--- config.mk ---
export PLATFORM = sky130hd
export DESIGN_NAME = apb_master_bridge
export DESIGN_NICKNAME = d
export VERILOG_FILES = /design/src/rtl/apb_pkg.sv /design/src/rtl/apb_addr_decode.sv /design/src/rtl/apb_master_bridge.sv
export SDC_FILE = /design/constraint.sdc
export NUM_CORES = 1
export LEC_CHECK = 0
export BUFFER_PORTS_ARGS = -buffer_cell sky130_fd_sc_hd__buf_2
export CAP_MARGIN = 0
export CELL_PAD_IN_SITES_DETAIL_PLACEMENT = 2
export CELL_PAD_IN_SITES_GLOBAL_PLACEMENT = 2
export CORE_ASPECT_RATIO = 1.75
export CORE_UTILIZATION = 26
export CTS_BUF_LIST = sky130_fd_sc_hd__clkbuf_16
export CTS_CLUSTER_DIAMETER = 200
export DETAILED_ROUTE_END_ITERATION = 16
export GPL_TIMING_DRIVEN = 0
export PLACE_DENSITY_LB_ADDON = 0.25
export RECOVER_POWER = 100
export SETUP_SLACK_MARGIN = 0.1
export SYNTH_ARGS = -nofsm -noshare
export SYNTH_HDL_FRONTEND = slang
export SYNTH_SLANG_ARGS = --single-unit
--- constraint.sdc ---
create_clock -name PCLK -period 4.6 [get_ports PCLK]
set_input_delay 0.46 -clock PCLK [delete_from_list [all_inputs] [get_ports PCLK]]
set_output_delay 0.46 -clock PCLK [all_outputs]
set_load 0.005 [all_outputs]
--- src/rtl/apb_pkg.sv ---
// Shared types for the APB master bridge: FSM states, debug response codes and
// the slave-index width helper.
package apb_pkg;

  typedef enum logic [1:0] {
    IDLE   = 2'd0,
    SETUP  = 2'd1,
    ACCESS = 2'd2,
    DERR   = 2'd3
  } apb_state_e;

  typedef enum logic [1:0] {
    RSP_OK      = 2'd0,
    RSP_SLVERR  = 2'd1,
    RSP_DECERR  = 2'd2,
    RSP_TIMEOUT = 2'd3
  } apb_rsp_e;

  function automatic int sel_width(input int num_slaves);
    return (num_slaves <= 1) ? 1 : $clog2(num_slaves);
  endfunction

endpackage

--- src/rtl/apb_addr_decode.sv ---
// Combinational slave decoder: slave index taken from addr[SLV_LSB +: SEL_W],
// one-hot select, and a flag for indices with no slave behind them.
module apb_addr_decode
  import apb_pkg::*;
#(
  parameter int ADDR_W     = 32,
  parameter int NUM_SLAVES = 4,
  parameter int SLV_LSB    = 12,
  parameter int SEL_W      = sel_width(NUM_SLAVES)
) (
  input  logic [ADDR_W-1:0]     i_addr,
  output logic [SEL_W-1:0]      o_index,
  output logic [NUM_SLAVES-1:0] o_sel,
  output logic                  o_decode_err
);

  logic w_unused_addr;
  assign w_unused_addr = ^i_addr;

  always_comb begin
    o_index = i_addr[SLV_LSB +: SEL_W];
    o_sel   = '0;
    for (int i = 0; i < NUM_SLAVES; i++) begin
      if (o_index == SEL_W'(i)) o_sel[i] = 1'b1;
    end
    o_decode_err = ({1'b0, o_index} >= (SEL_W + 1)'(NUM_SLAVES));
  end

endmodule

--- src/rtl/apb_master_bridge.sv ---
// Single-beat valid/ready to APB master bridge with address decode to NUM_SLAVES.
// Optional ACCESS-phase timeout is enabled by defining APB_TIMEOUT_EN.
module apb_master_bridge
  import apb_pkg::*;
#(
  parameter int ADDR_W         = 32,
  parameter int DATA_W         = 32,
  parameter int NUM_SLAVES     = 4,
  parameter int SLV_LSB        = 12,
  parameter int TIMEOUT_CYCLES = 16
) (
  input  logic                           PCLK,
  input  logic                           PRESETn,
  // Request: accepted at an edge where req_valid && req_ready; fields must be
  // held while req_valid=1 and req_ready=0. Response is a one-cycle rsp_valid.
  input  logic                           req_valid,
  output logic                           req_ready,
  input  logic [ADDR_W-1:0]              req_addr,
  input  logic                           req_write,
  input  logic [DATA_W-1:0]              req_wdata,
  input  logic [DATA_W/8-1:0]            req_strb,
  output logic                           rsp_valid,
  output logic [DATA_W-1:0]              rsp_rdata,
  output logic                           rsp_err,
  output logic [NUM_SLAVES-1:0]          PSEL,
  output logic                           PENABLE,
  output logic [ADDR_W-1:0]              PADDR,
  output logic                           PWRITE,
  output logic [DATA_W-1:0]              PWDATA,
  output logic [DATA_W/8-1:0]            PSTRB,
  input  logic [NUM_SLAVES*DATA_W-1:0]   PRDATA,
  input  logic [NUM_SLAVES-1:0]          PREADY,
  input  logic [NUM_SLAVES-1:0]          PSLVERR,
  output apb_state_e                     o_dbg_state,
  output apb_rsp_e                       o_dbg_rsp_code
);

  localparam int SEL_W  = sel_width(NUM_SLAVES);
  localparam int STRB_W = DATA_W / 8;

  apb_state_e              r_state, w_state_nxt;
  logic                    r_req_ready, w_req_ready_nxt;
  logic [NUM_SLAVES-1:0]   r_psel, w_psel_nxt;
  logic                    r_penable, w_penable_nxt;
  logic [ADDR_W-1:0]       r_paddr, w_paddr_nxt;
  logic                    r_pwrite, w_pwrite_nxt;
  logic [DATA_W-1:0]       r_pwdata, w_pwdata_nxt;
  logic [STRB_W-1:0]       r_pstrb, w_pstrb_nxt;
  logic [SEL_W-1:0]        r_idx, w_idx_nxt;
  logic                    r_rsp_valid, w_rsp_valid_nxt;
  logic [DATA_W-1:0]       r_rsp_rdata, w_rsp_rdata_nxt;
  logic                    r_rsp_err, w_rsp_err_nxt;
  apb_rsp_e                r_rsp_code, w_rsp_code_nxt;

  logic [SEL_W-1:0]        w_dec_idx;
  logic [NUM_SLAVES-1:0]   w_dec_sel;
  logic                    w_dec_err;
  logic                    w_pready_sel;
  logic                    w_pslverr_sel;
  logic [DATA_W-1:0]       w_prdata_sel;

`ifdef APB_TIMEOUT_EN
  localparam int CNT_W = $clog2(TIMEOUT_CYCLES + 1);
  logic [CNT_W-1:0]        r_wait_cnt, w_wait_cnt_nxt;
`else
  logic w_unused_timeout;
  assign w_unused_timeout = (TIMEOUT_CYCLES > 0);
`endif

  apb_addr_decode #(
    .ADDR_W    (ADDR_W),
    .NUM_SLAVES(NUM_SLAVES),
    .SLV_LSB   (SLV_LSB),
    .SEL_W     (SEL_W)
  ) u_decode (
    .i_addr      (req_addr),
    .o_index     (w_dec_idx),
    .o_sel       (w_dec_sel),
    .o_decode_err(w_dec_err)
  );

  // Only the latched slave's PREADY/PSLVERR/PRDATA are ever looked at.
  always_comb begin
    w_pready_sel  = 1'b0;
    w_pslverr_sel = 1'b0;
    w_prdata_sel  = '0;
    for (int i = 0; i < NUM_SLAVES; i++) begin
      if (r_idx == SEL_W'(i)) begin
        w_pready_sel  = PREADY[i];
        w_pslverr_sel = PSLVERR[i];
        w_prdata_sel  = PRDATA[i*DATA_W +: DATA_W];
      end
    end
  end

  always_comb begin
    w_state_nxt     = r_state;
    w_req_ready_nxt = r_req_ready;
    w_psel_nxt      = r_psel;
    w_penable_nxt   = r_penable;
    w_paddr_nxt     = r_paddr;
    w_pwrite_nxt    = r_pwrite;
    w_pwdata_nxt    = r_pwdata;
    w_pstrb_nxt     = r_pstrb;
    w_idx_nxt       = r_idx;
    w_rsp_valid_nxt = 1'b0;
    w_rsp_rdata_nxt = '0;
    w_rsp_err_nxt   = 1'b0;
    w_rsp_code_nxt  = r_rsp_code;
`ifdef APB_TIMEOUT_EN
    w_wait_cnt_nxt  = r_wait_cnt;
`endif
    case (r_state)
      IDLE: begin
        w_req_ready_nxt = 1'b1;
        if (req_valid && r_req_ready) begin
          w_req_ready_nxt = 1'b0;
          if (w_dec_err) begin
            w_state_nxt = DERR;
          end else begin
            w_state_nxt   = SETUP;
            w_psel_nxt    = w_dec_sel;
            w_penable_nxt = 1'b0;
            w_paddr_nxt   = req_addr;
            w_pwrite_nxt  = req_write;
            w_pwdata_nxt  = req_wdata;
            w_pstrb_nxt   = req_write ? req_strb : '0;
            w_idx_nxt     = w_dec_idx;
          end
        end
      end
      SETUP: begin
        w_state_nxt   = ACCESS;
        w_penable_nxt = 1'b1;
`ifdef APB_TIMEOUT_EN
        w_wait_cnt_nxt = '0;
`endif
      end
      ACCESS: begin
        // PREADY is checked first so it wins over a coincident terminal count.
        if (w_pready_sel) begin
          w_state_nxt     = IDLE;
          w_req_ready_nxt = 1'b1;
          w_psel_nxt      = '0;
          w_penable_nxt   = 1'b0;
          w_rsp_valid_nxt = 1'b1;
          w_rsp_rdata_nxt = r_pwrite ? '0 : w_prdata_sel;
          w_rsp_err_nxt   = w_pslverr_sel;
          w_rsp_code_nxt  = w_pslverr_sel ? RSP_SLVERR : RSP_OK;
`ifdef APB_TIMEOUT_EN
        end else if (r_wait_cnt == CNT_W'(TIMEOUT_CYCLES - 1)) begin
          w_state_nxt     = IDLE;
          w_req_ready_nxt = 1'b1;
          w_psel_nxt      = '0;
          w_penable_nxt   = 1'b0;
          w_rsp_valid_nxt = 1'b1;
          w_rsp_err_nxt   = 1'b1;
          w_rsp_code_nxt  = RSP_TIMEOUT;
        end else begin
          w_wait_cnt_nxt = r_wait_cnt + 1'b1;
`endif
        end
      end
      DERR: begin
        w_state_nxt     = IDLE;
        w_req_ready_nxt = 1'b1;
        w_rsp_valid_nxt = 1'b1;
        w_rsp_err_nxt   = 1'b1;
        w_rsp_code_nxt  = RSP_DECERR;
      end
      default: w_state_nxt = IDLE;
    endcase
  end

  always_ff @(posedge PCLK or negedge PRESETn) begin
    if (!PRESETn) begin
      r_state     <= IDLE;
      r_req_ready <= 1'b0;
      r_psel      <= '0;
      r_penable   <= 1'b0;
      r_paddr     <= '0;
      r_pwrite    <= 1'b0;
      r_pwdata    <= '0;
      r_pstrb     <= '0;
      r_idx       <= '0;
      r_rsp_valid <= 1'b0;
      r_rsp_rdata <= '0;
      r_rsp_err   <= 1'b0;
      r_rsp_code  <= RSP_OK;
`ifdef APB_TIMEOUT_EN
      r_wait_cnt  <= '0;
`endif
    end else begin
      r_state     <= w_state_nxt;
      r_req_ready <= w_req_ready_nxt;
      r_psel      <= w_psel_nxt;
      r_penable   <= w_penable_nxt;
      r_paddr     <= w_paddr_nxt;
      r_pwrite    <= w_pwrite_nxt;
      r_pwdata    <= w_pwdata_nxt;
      r_pstrb     <= w_pstrb_nxt;
      r_idx       <= w_idx_nxt;
      r_rsp_valid <= w_rsp_valid_nxt;
      r_rsp_rdata <= w_rsp_rdata_nxt;
      r_rsp_err   <= w_rsp_err_nxt;
      r_rsp_code  <= w_rsp_code_nxt;
`ifdef APB_TIMEOUT_EN
      r_wait_cnt  <= w_wait_cnt_nxt;
`endif
    end
  end

  assign req_ready      = r_req_ready;
  assign rsp_valid      = r_rsp_valid;
  assign rsp_rdata      = r_rsp_rdata;
  assign rsp_err        = r_rsp_err;
  assign PSEL           = r_psel;
  assign PENABLE        = r_penable;
  assign PADDR          = r_paddr;
  assign PWRITE         = r_pwrite;
  assign PWDATA         = r_pwdata;
  assign PSTRB          = r_pstrb;
  assign o_dbg_state    = r_state;
  assign o_dbg_rsp_code = r_rsp_code;

endmodule

==> results.json <==
{
  "status": "complete, no violations",
  "avgRoutedWirePerCell_um": 18.6,
  "gp_congestion": 0.779,
  "drtIter0Drc": 105,
  "post-place-cells": 1005,
  "cts_tree": "built",
  "first_global_vias": 5618,
  "p_leak_uw": 0.00389,
  "ioPinCount": 321,
  "area_growth_pct": 48.0,
  "max_freq_mhz": 387,
  "cts.htree.levels": 4,
  "max-vdd-ir-drop_uv": 256,
  "crit_required_ns": 4.86,
  "route.vias.total": 4806,
  "start_util": 0.266,
  "grt-ovfl-total": 0,
  "routed_wl_mm": 19.3,
  "ant_nets": 0,
  "instances_no_fill": 1040,
  "synth_cell_type_count": 29,
  "layout.nets": 995,
  "firstDrtPassIters": 4,
  "drive_gt1_frac": 0.369,
  "grt_pass1_wl_mm": 29.6,
  "cp_max_fo": 10,
  "hold_viol": 0,
  "setup_tns_ns": 0,
  "syn_inst": 446,
  "synth-seq-area-share": 0.571,
  "syn_nets": 654,
  "synth-seq-cells": 113,
  "fin_skew_ns": 0.00613,
  "track_usage": 0.203,
  "numClockSinks": 113,
  "start_kind": "flip-flop",
  "critPathKind": "reg -> reg",
  "die_w_um": 106,
  "yosysWarnings": 0,
  "cts_resized": 0,
  "drv_cap": 0,
  "clkLatencyLatePin_ns": 0.41,
  "min_period_ns": 2.58,
  "die-area_um2": 19600,
  "fin_util": 0.394,
  "post_cts_buffers": 0,
  "period_share": 0.561,
  "rsz0062_at_grt": "no",
  "fillers": 2175,
  "syn_area_per_cell_um2": 11.1,
  "finalSetupViolCount": 0,
  "p_total_uw": 4710,
  "min_path_type": "in -> reg",
  "antenna_found_initial": 2,
  "vias_per_cell": 4.62,
  "clk_pin_slew_worst_paths_ns": 0.05,
  "grt_max_degree": 91,
  "crit_path_end_kind": "flip-flop",
  "arrival_ns": 2.84,
  "cts_root_buf": "clkbuf_16",
  "cts_buffers": 17,
  "hpwlAfterDp_mm": 15.7,
  "worst_pin_slew_ns": 1.49,
  "relSlewSlack": 0.00572,
  "clockBufferDepth": 2,
  "drc_errors": 0,
  "port_buffers": 320,
  "slew_viol_final": 0,
  "rows": 66,
  "core_area_um2": 18600,
  "power.density_nw_per_um2": 643,
  "die_h_um": 185,
  "netlist_area_um2": 4950
}
through the flow:
step / hold slack [ns] / worst slack (ns) / area, µm²
floorplan: 0.164 / 3.00 / 4950
global placement: 0.452 / 1.66 / 6850
detailed placement: 0.339 / 2.72 / 6880
CTS: 0.222 / 2.69 / 7520
global route: 0.236 / 1.72 / 7330
finish: 0.247 / 2.02 / 7330
state kept, by name (all words and copies together), names as in the netlist:
signal and cells:
PENABLE 1, PSTRB 4, rsp_err 1, PWDATA 32
rsp_valid 1, rsp_rdata 32, PWRITE 1, o_dbg_state 2
PADDR 32, req_ready 1, o_dbg_rsp_code 2, PSEL 4
worst max-delay path: stages, from the launching register on:
cell and delay, ns:
dfrtp_1 0.37, clkbuf_1 0.22, nand4bb_1 0.25, clkbuf_1 0.28, clkinv_1 0.12, clkbuf_1 0.53
clkbuf_1 0.50, o22ai_1 0.16
per-layer routing:
metal / part of all wire / track usage
met1: 0.30 / 0.176
met2: 0.60 / 0.412
met3: 0.074 / 0.0587
met4: 0.024 / 0.0922
met5: 0 / 0
cells in the mapped netlist:
cell       count  area (µm²)
a21oi_1        3        15.0
inv_1          3        11.3
o22ai_1        1        6.26
nand3_1        4        20.0
nor2_1         3        11.3
nand4bb_1      1        11.3
buf_4          1        7.51
o2bb2ai_1      1        8.76
clkbuf_1      12        45.0
clkbuf_2       1        5.00
and3_1        32         200
nand2_1      205         769
a21o_1         1        7.51
dfrtp_1      113        2830
o311ai_2       1        16.3
mux2_2         1        11.3
inv_2          1        3.75
a22o_1         2        17.5
nor2_4         1        11.3
nor3_2         1        10.0
buf_1          1        3.75
nor3_1         1        5.00
buf_6          4        45.0
buf_2         14        70.1
a32o_1         1        10.0
nand4_1        1        6.26
a31oi_2        1        12.5
mux4_2        34         766
a311oi_2       1        15.0
report_power, final:
part           switching, µW  leakage, µW  internal (µW)
clock                    460     0.000316            948
combinational            991      0.00212            732
sequential               206      0.00145           1380
worst paths after layout:
kind,from,endpoint,slack [ns],cells after the start
min in group asynchronous,PRESETn,PWDATA[29]$_DFFE_PN0P_,0.95,2
setup reg to reg,o_dbg_state[0]$_DFFE_PN0P_,req_ready$_DFFE_PN0P_,2.02,7
max in group asynchronous,PRESETn,PADDR[22]$_DFFE_PN0P_,2.53,3
setup / recovery,o_dbg_state[0]$_DFFE_PN0P_,req_ready$_DFFE_PN0P_,2.02,7
hold / removal,req_addr[2],PADDR[2]$_DFFE_PN0P_,0.25,3
hold reg to reg,PSTRB[3]$_DFFE_PN0P_,PSTRB[3]$_DFFE_PN0P_,0.48,2
final cells by class:
class,instances,area [µm²],area share
well taps,238,298,0.0406
clock buffers,17,425,0.0581
multi-input cells,296,1910,0.261
clock inverters,15,199,0.0272
plain buffers,33,130,0.0178
inverters,4,15.0,0.00205
diodes,2,5.00,0.000683
flip-flops and latches,113,2830,0.386
repair buffers,322,1520,0.207
cell families after synthesis:
kind of cell	count (synthesis)	synth area share
compound gates	12	0.0220
buf+inv	37	0.0387
flops	113	0.571
mux	35	0.157
simple gates	249	0.211
layout by cell type, fill, tap and decap left out, drive strengths merged:
| cell type | n |
|---|---|
| dlygate4sd3 | 1 |
| o311ai | 1 |
| bufinv | 5 |
| mux2 | 1 |
| nand4bb | 1 |
| a32o | 1 |
| a311oi | 1 |
| a31oi | 1 |
| o2bb2ai | 1 |
| and3 | 32 |
| buf | 229 |
| dfrtp | 113 |
| nand2 | 205 |
| clkbuf | 142 |
| nand4 | 1 |
| nor3 | 2 |
| o22ai | 1 |
| diode | 2 |
| nor2 | 4 |
| a21o | 1 |
| inv | 5 |
| nand3 | 4 |
| a22o | 2 |
| a21oi | 3 |
| mux4 | 34 |
| clkinvlp | 1 |
| clkinv | 8 |
timing repair:
item / CTS / global route
hold endpoints to repair: 23 / 0
setup endpoints to repair: 0 / 0
hold buffers: 1 / 0
No activity file was read; power rests on OpenSTA's default activity.
